**src/rtl/tx_out_pkg.sv**
```systemverilog
// Shared definitions for the tx_out serial transmitter.
// Optional even-parity bit is compiled in with `define TX_OUT_PARITY_EN.
package tx_out_pkg;

    typedef enum logic [2:0] {
        ST_IDLE,
        ST_START,
        ST_DATA,
`ifdef TX_OUT_PARITY_EN
        ST_PARITY,
`endif
        ST_STOP
    } tx_state_t;

    localparam int DATA_BITS = 8;
`ifdef TX_OUT_PARITY_EN
    localparam int FRAME_BITS = 11;
`else
    localparam int FRAME_BITS = 10;
`endif
    localparam logic [15:0] DIV_MIN = 16'd2;

    // A divisor below 2 would collapse the bit period; force the minimum.
    function automatic logic [15:0] clamp_div(input logic [15:0] div);
        return (div < DIV_MIN) ? DIV_MIN : div;
    endfunction

endpackage

```
**src/rtl/tx_out_baud_tick.sv**
```systemverilog
// baud_tick: loadable down-counter, one-cycle tick on the last clock of each bit period.
module baud_tick (
    input  logic        CLK,
    input  logic        RESET,
    input  logic        load,
    input  logic        en,
    input  logic [15:0] div,
    output logic        tick
);

    logic [15:0] cnt;

    assign tick = en && (cnt == 16'd0);

    always_ff @(posedge CLK or posedge RESET) begin
        if (RESET) begin
            cnt <= 16'd0;
        end else if (load || tick) begin
            cnt <= div - 16'd1;
        end else if (en) begin
            cnt <= cnt - 16'd1;
        end
    end

endmodule

```
**src/rtl/tx_out.sv**
```systemverilog
// tx_out: processor-port UART transmitter (8N1, or 8E1 with `define TX_OUT_PARITY_EN).
// Divisor register is writable at any time; it is latched per frame at the start bit.
module tx_out
    import tx_out_pkg::*;
#(
    parameter logic [15:0] TX_PORT_ADDR   = 16'h0000,
    parameter logic [15:0] CTRL_PORT_ADDR = 16'h0001,
    parameter int          BAUD_DIV       = 868
) (
    input  logic        CLK,
    input  logic        RESET,
    input  logic [15:0] PORT_ID,
    input  logic [15:0] OUT_PORT,
    input  logic        WRITE_STROBE,
    input  logic        INTERRUPT_ACK,
    output logic        TX,
    output logic        TXRDY,
    output logic        INTERRUPT
);

    localparam logic [15:0] DIV_RESET = clamp_div(16'(BAUD_DIV));

    tx_state_t   state;
    logic [15:0] div_reg;
    logic [15:0] div_lat;
    logic [7:0]  shift;
    logic [2:0]  bit_cnt;
    logic        tx_wr;
    logic        ctrl_wr;
    logic        tick;
    logic        frame_done;
    logic [15:0] tick_div;
`ifdef TX_OUT_PARITY_EN
    logic        par_bit;
`endif

    assign tx_wr      = WRITE_STROBE && (PORT_ID == TX_PORT_ADDR) && (state == ST_IDLE);
    assign ctrl_wr    = WRITE_STROBE && (PORT_ID == CTRL_PORT_ADDR);
    assign frame_done = (state == ST_STOP) && tick;
    // The live register seeds the first bit; the latched copy times the rest of the frame.
    assign tick_div   = (state == ST_IDLE) ? div_reg : div_lat;

    baud_tick u_baud_tick (
        .CLK   (CLK),
        .RESET (RESET),
        .load  (tx_wr),
        .en    (state != ST_IDLE),
        .div   (tick_div),
        .tick  (tick)
    );

    always_ff @(posedge CLK or posedge RESET) begin
        if (RESET) begin
            state     <= ST_IDLE;
            TX        <= 1'b1;
            TXRDY     <= 1'b1;
            INTERRUPT <= 1'b0;
            div_reg   <= DIV_RESET;
            div_lat   <= DIV_RESET;
            shift     <= 8'd0;
            bit_cnt   <= 3'd0;
`ifdef TX_OUT_PARITY_EN
            par_bit   <= 1'b0;
`endif
        end else begin
            if (ctrl_wr)
                div_reg <= clamp_div(OUT_PORT);

            // Frame completion outranks a coincident acknowledge.
            if (frame_done)
                INTERRUPT <= 1'b1;
            else if (INTERRUPT_ACK)
                INTERRUPT <= 1'b0;

            case (state)
                ST_IDLE: begin
                    if (tx_wr) begin
                        state   <= ST_START;
                        TX      <= 1'b0;
                        TXRDY   <= 1'b0;
                        shift   <= OUT_PORT[7:0];
                        div_lat <= div_reg;
                        bit_cnt <= 3'd0;
`ifdef TX_OUT_PARITY_EN
                        par_bit <= ^OUT_PORT[7:0];
`endif
                    end
                end
                ST_START: begin
                    if (tick) begin
                        state <= ST_DATA;
                        TX    <= shift[0];
                        shift <= shift >> 1;
                    end
                end
                ST_DATA: begin
                    if (tick) begin
                        if (bit_cnt == 3'(DATA_BITS - 1)) begin
`ifdef TX_OUT_PARITY_EN
                            state <= ST_PARITY;
                            TX    <= par_bit;
`else
                            state <= ST_STOP;
                            TX    <= 1'b1;
`endif
                        end else begin
                            bit_cnt <= bit_cnt + 3'd1;
                            TX      <= shift[0];
                            shift   <= shift >> 1;
                        end
                    end
                end
`ifdef TX_OUT_PARITY_EN
                ST_PARITY: begin
                    if (tick) begin
                        state <= ST_STOP;
                        TX    <= 1'b1;
                    end
                end
`endif
                ST_STOP: begin
                    if (tick) begin
                        state <= ST_IDLE;
                        TXRDY <= 1'b1;
                    end
                end
                default: begin
                    state <= ST_IDLE;
                    TX    <= 1'b1;
                    TXRDY <= 1'b1;
                end
            endcase
        end
    end

endmodule

```
**config.mk**
```make
export PLATFORM = sky130hd
export DESIGN_NAME = tx_out
export DESIGN_NICKNAME = d
export VERILOG_FILES = /design/src/rtl/tx_out_pkg.sv /design/src/rtl/tx_out_baud_tick.sv /design/src/rtl/tx_out.sv
export SDC_FILE = /design/constraint.sdc
export NUM_CORES = 1
export LEC_CHECK = 0
export ABC_CLOCK_PERIOD_IN_PS = 7790
export CORE_MARGIN = 2
export CORE_UTILIZATION = 30
export DETAILED_ROUTE_END_ITERATION = 10
export GPL_ROUTABILITY_DRIVEN = 1
export SYNTH_ARGS = -nofsm -noshare
export SYNTH_HDL_FRONTEND = slang
export SYNTH_SLANG_ARGS = --single-unit
```
**constraint.sdc**
```tcl
create_clock -name CLK -period 7.79 [get_ports CLK]
set_clock_uncertainty 0.05 [all_clocks]
set_input_delay 1.558 -clock CLK [delete_from_list [all_inputs] [get_ports CLK]]
set_output_delay 1.558 -clock CLK [all_outputs]
set_load 0.02 [all_outputs]
```
-- Yosys cells after proc, flatten, opt, wreduce, memory -nomap -nowiden
Cells that the tools add are included.
- output and inout port bits: 3
- register bits after elaboration: 65
- bits of input ports: 36
- word-level logic and storage cells: 75
- mux-type cells: 28
- reductions and logical operators: 21
- order comparisons: 1
- $add $sub $neg: 3
- equality and inequality tests: 11
- bitwise operators: 2
- operators by type and width (cell ; count):
    $mux W16 ; 4
    $logic_not A16 Y1 ; 2
    $mux W8 ; 4
    $sub A16 B1 Y16 const B ; 2
    $mux W3 ; 8
    $pmux W8 S3 ; 1
    $eq A16 B1 Y1 const B ; 1
    $lt A16 B2 Y1 const B ; 1
    $pmux W3 S4 ; 1
    $ne A2 B2 Y1 const B ; 5
    $reduce_and A5 Y1 ; 2
    $reduce_and A4 Y1 ; 2
    $mux W1 ; 7
    $eq A3 B2 Y1 const B ; 2
    $pmux W3 S2 ; 1
    $reduce_bool A2 Y1 ; 3
    $reduce_bool A3 Y1 ; 2
    $logic_and A1 B1 Y1 ; 5
    $pmux W1 S4 ; 1
    $add A3 B1 Y3 const B ; 1
    $eq A3 B1 Y1 const B ; 1
    $eq A3 B3 Y1 const B ; 1
    $logic_not A3 Y1 ; 1
    $pmux W1 S3 ; 1
    other kinds (6) ; 7

-- Logic depth before layout (Yosys ltp)
- depth in word-level cells: 5
- gate-level depth with buffers: 17
- gate-level depth less buffers: 13

-- By module
A second synthesis with hierarchy kept.
- cell total of the unflattened synthesis: 392
- area total of the unflattened synthesis: 4126.5 sq um
- modules (own cells, without submodules) (module ; area each (sq um) ; times used ; cells each):
    tx_out ; 2551.2 ; 1 ; 192
    baud_tick ; 1575.3 ; 1 ; 200

-- Worst setup path after synthesis
Ideal clock, no wire load.
- path kind: input -> register
- from: input port PORT_ID[6]
- to: register u_baud_tick.cnt[12]
- buffers on the path: 3
- stages: 15
- data arrival time: 4486 ps
- path slack: 3126 ps
- library setup time: 128 ps
- data required time: 7612 ps
- path through: nor4_1 -> nor2b_1 -> nand3_1 -> clkbuf_1 -> nand2_1 -> buf_2 -> nand2_1 -> o21ai_0 -> ha_1 -> clkbuf_1 -> o21ai_1 -> or3_1 -> or4_1 -> a21oi_1 -> nor3_1
- word-level cells in the longest chain between the ends: 5
- RTL lines (item ; RTL line ; RTL):
    start: declaration ; tx_out.sv:12 ; input logic [15:0] PORT_ID,
    $logic_not A16 Y1 * ; tx_out.sv:37 ; assign tx_wr = WRITE_STROBE && (PORT_ID == TX_PORT_ADDR) && (state == ST_IDLE);
    $logic_and A1 B1 Y1 * (2 in series) ; tx_out.sv:37 ;
    $logic_or A1 B1 Y1 * ; tx_out_baud_tick.sv:18 ; end else if (load || tick) begin
    $mux W16 or $reduce_bool A2 Y1 (tied branches) ; - ;
    end signal: assignment ; tx_out_baud_tick.sv:19 ; cnt <= div - 16'd1;
    end signal: assignment ; tx_out_baud_tick.sv:21 ; cnt <= cnt - 16'd1;
    end: declaration ; tx_out_baud_tick.sv:11 ; logic [15:0] cnt;
Mark *: on every way between the ends. The rest lies on a longest branch, timed or not.
A chain may end at the register's enable or synchronous reset.

-- Worst setup path after layout
Ends and elaborated chain as after synthesis.

==> results.py <==
metrics = {
    "outcome": {
        "status": "completed",
    },
    "clocking": {
        "cts_max_path_buffers": 2,
        "cts_setup_buffers": 0,
        "cts-root-buf": "clkbuf_16",
        "path_clk_slew_ps": 50,
        "cts_tree": "built",
        "post_cts_resized": 0,
        "cts_buffers": 9,
        "htreeDepth": 3,
        "postCtsHoldBufs": 0,
        "clock_sinks": 64,
        "insertion_delay_ps": 330,
    },
    "worst_setup_path": {
        "worst-setup-path-type": "in -> reg",
        "endpoint_kind": "flip-flop",
        "cp_max_fo": 21,
        "cp_data_required_time_ps": 7950,
        "worstPathArrival_ps": 5580,
        "critPathLaunchType": "input pin",
    },
    "synthesis": {
        "synthDistinctLibCells": 61,
        "ys_warn_count": 0,
        "synth_flop_cell": "dfrtp_1",
        "synth_seq_cells": 64,
        "syn_nets": 430,
        "synth_edf_count": 0,
        "synthCells": 386,
        "syn-cell-area_um2": 3740,
        "yosysTopAreaCellShare_pct": 34.8,
        "synthArstFlopShare_pct": 100,
        "ys_top_cells_by_area": "dfrtp_1 (35%), dfstp_2 (8.4%), mux2_2 (8.4%)",
        "syn_area_per_cell_um2": 9.69,
        "yosys.area.top_type": "dfrtp_1",
        "yosysSeqAreaShare_pct": 43.2,
    },
    "min_path": {
        "hp-class": "reg -> reg",
    },
    "timing": {
        "relSlewSlack_pct": 43.6,
        "worst_slew_pin_slew_ps": 846,
        "finalSetupViolCount": 0,
        "tns_ps": 0,
        "timing.final.crit_share_pct": 69.6,
        "rsz0062_at_grt": "no",
        "max_freq_ghz": 0.185,
        "hold_ws_ps": 413,
        "finalMaxSlewViolations": 0,
        "post-route-min-period_ps": 5420,
        "hold_violations": 0,
    },
    "finish": {
        "fin_util_pct": 37.9,
        "layout.nets": 465,
        "final_common_cell": "nand2_1",
        "nFillCells": 1243,
        "antenna_cells": 0,
        "drive_gt1_share_pct": 16.9,
        "final_cell_mix": "nand2_1 (64), dfrtp_1 (52), clkdlybuf4s50_1 (38), mux2_2 (28)",
        "syn2layout_area_growth_pct": 22.6,
    },
    "drt": {
        "vias": 3011,
        "first_pass_iters": 4,
        "final_antenna_net_count": 0,
        "wire_per_inst_um": 14.2,
        "via_per_inst": 5.07,
        "wl_um": 8440,
        "drc": 0,
        "first_iter_violations": 137,
    },
    "die": {
        "die_h_um": 116,
        "start_util_pct": 30.9,
        "die_area_um2": 13400,
        "core_area_um2": 12100,
        "die_x_um": 116,
        "num_rows": 40,
        "ioPinCount": 39,
    },
    "flow_run": {
        "maxCapViolations": 0,
    },
    "grt": {
        "antenna_found_initial": 0,
        "grt_max_degree": 65,
        "grt_usage_pct": 13.5,
        "grt_overflow": 0,
        "grt_pass1_vias": 2894,
        "grt_pass1_wl_um": 14300,
    },
    "pwr": {
        "power_density_nw_per_um2": 175,
        "p_leak_nw": 1.97,
        "ir_drop_mv": 0.0866,
    },
    "place": {
        "gp_congestion": 0.821,
        "dp_hpwl_um": 6090,
        "portBuffers": 38,
    },
}
-- routing by layer --
metal / share of wire (%) / track usage (%) / vias up / wire (um)
met2: 47 / 20.7 / 61 / 4000
met5: 0 / 0 / - / 0
met4: 1.9 / 6.67 / 0 / 161
met3: 3.7 / 2.77 / 10 / 312
met1: 47 / 18.3 / 1444 / 3970
li1: - / - / 1496 / -
-- synth_stat cells, types with 2 or more instances --
master     n
a21oi_1   16
nor4b_1    3
or3_1      4
dfrtp_1   52
buf_2      2
nand4_1    5
mux2_2    28
clkbuf_8   2
ha_1       8
a21o_1     4
a211oi_1   2
nor2_1    19
inv_1      7
nor3_1    19
or4_1      6
xor2_1     3
o21ai_0   16
dfstp_2   12
or2_2      2
a32o_1     3
mux2_1     8
clkbuf_1  10
a31oi_1    3
buf_4      2
a221o_1    2
nor4_1    12
xnor2_1    2
and4b_1    2
o21ai_1    4
nand4b_1   2
nor2b_1    2
o31ai_1    2
mux2i_1   13
nand3_1    8
nor3b_1    2
nand2_1   64
o211ai_1   4
o21a_1     2
and3_1     7
-- final cells by class --
| class | count | area, um^2 | share of cell area, % |
|---|---|---|---|
| clock buffers | 10 | 239 | 5.21 |
| clock inverters | 6 | 91.3 | 1.99 |
| inverters | 7 | 26.3 | 0.573 |
| multi-input cells | 297 | 1990 | 43.4 |
| flip-flops and latches | 64 | 1620 | 35.3 |
| well taps | 168 | 210 | 4.58 |
| repair buffers | 42 | 410 | 8.95 |
-- worst max-delay path, cell delays in order --
cell and delay, ps:
clkdlybuf4s50_1 400, nor4_1 330, nor2b_1 280, and3_1 750, nor2_2 320, a21oi_1 240, ha_1 330, o21ai_1 160
or3_1 450, or4_1 510, a21oi_1 160, nor3_1 70
-- cells by family (layout without fill, tap and decap cells) --
| group | after synthesis | count (layout) | share of synthesized area [%] |
|---|---|---|---|
| mux | 49 | 49 | 14.3 |
| simple gates | 164 | 164 | 22.3 |
| buf+inv | 25 | 65 | 3.51 |
| fa+ha+maj | 8 | 8 | 2.68 |
| flops | 64 | 64 | 43.2 |
| xor+xnor | 5 | 5 | 1.17 |
| compound gates | 71 | 71 | 12.8 |
-- worst paths after layout --
check | start | to | slack [ps] | cells after the start
setup / recovery | PORT_ID[6] | u_baud_tick.cnt[12]$_DFFE_PP0P_ | 2370 | 12
min in group asynchronous | RESET | div_reg[15]$_DFFE_PP0P_ | 1720 | 3
max in group asynchronous | RESET | u_baud_tick.cnt[6]$_DFFE_PP0P_ | 5420 | 3
hold reg to reg | div_lat[6]$_DFFE_PP1P_ | div_lat[6]$_DFFE_PP1P_ | 410 | 2
setup reg to reg | u_baud_tick.cnt[0]$_DFFE_PP0P_ | u_baud_tick.cnt[12]$_DFFE_PP0P_ | 3290 | 12
hold / removal | div_lat[6]$_DFFE_PP1P_ | div_lat[6]$_DFFE_PP1P_ | 410 | 2
-- metrics by stage --
stage	setup WS (ps)	area (um^2)	instances	total power, mW
finish	2370	4590	594	0.803
global route	2000	4590	594	0.830
CTS	2380	4590	594	0.811
detailed placement	2040	4260	578	0.367
global placement	2110	4260	578	0.367
floorplan	3130	3740	386	0.345
-- power by group --
group / switching [mW] / internal [mW] / total [mW] / leakage [nW]
combinational: 0.0112 / 0.0167 / 0.0279 / 1.01
clock: 0.151 / 0.290 / 0.442 / 0.163
sequential: 0.0000321 / 0.333 / 0.333 / 0.804
No activity file was read; power rests on OpenSTA's default activity.
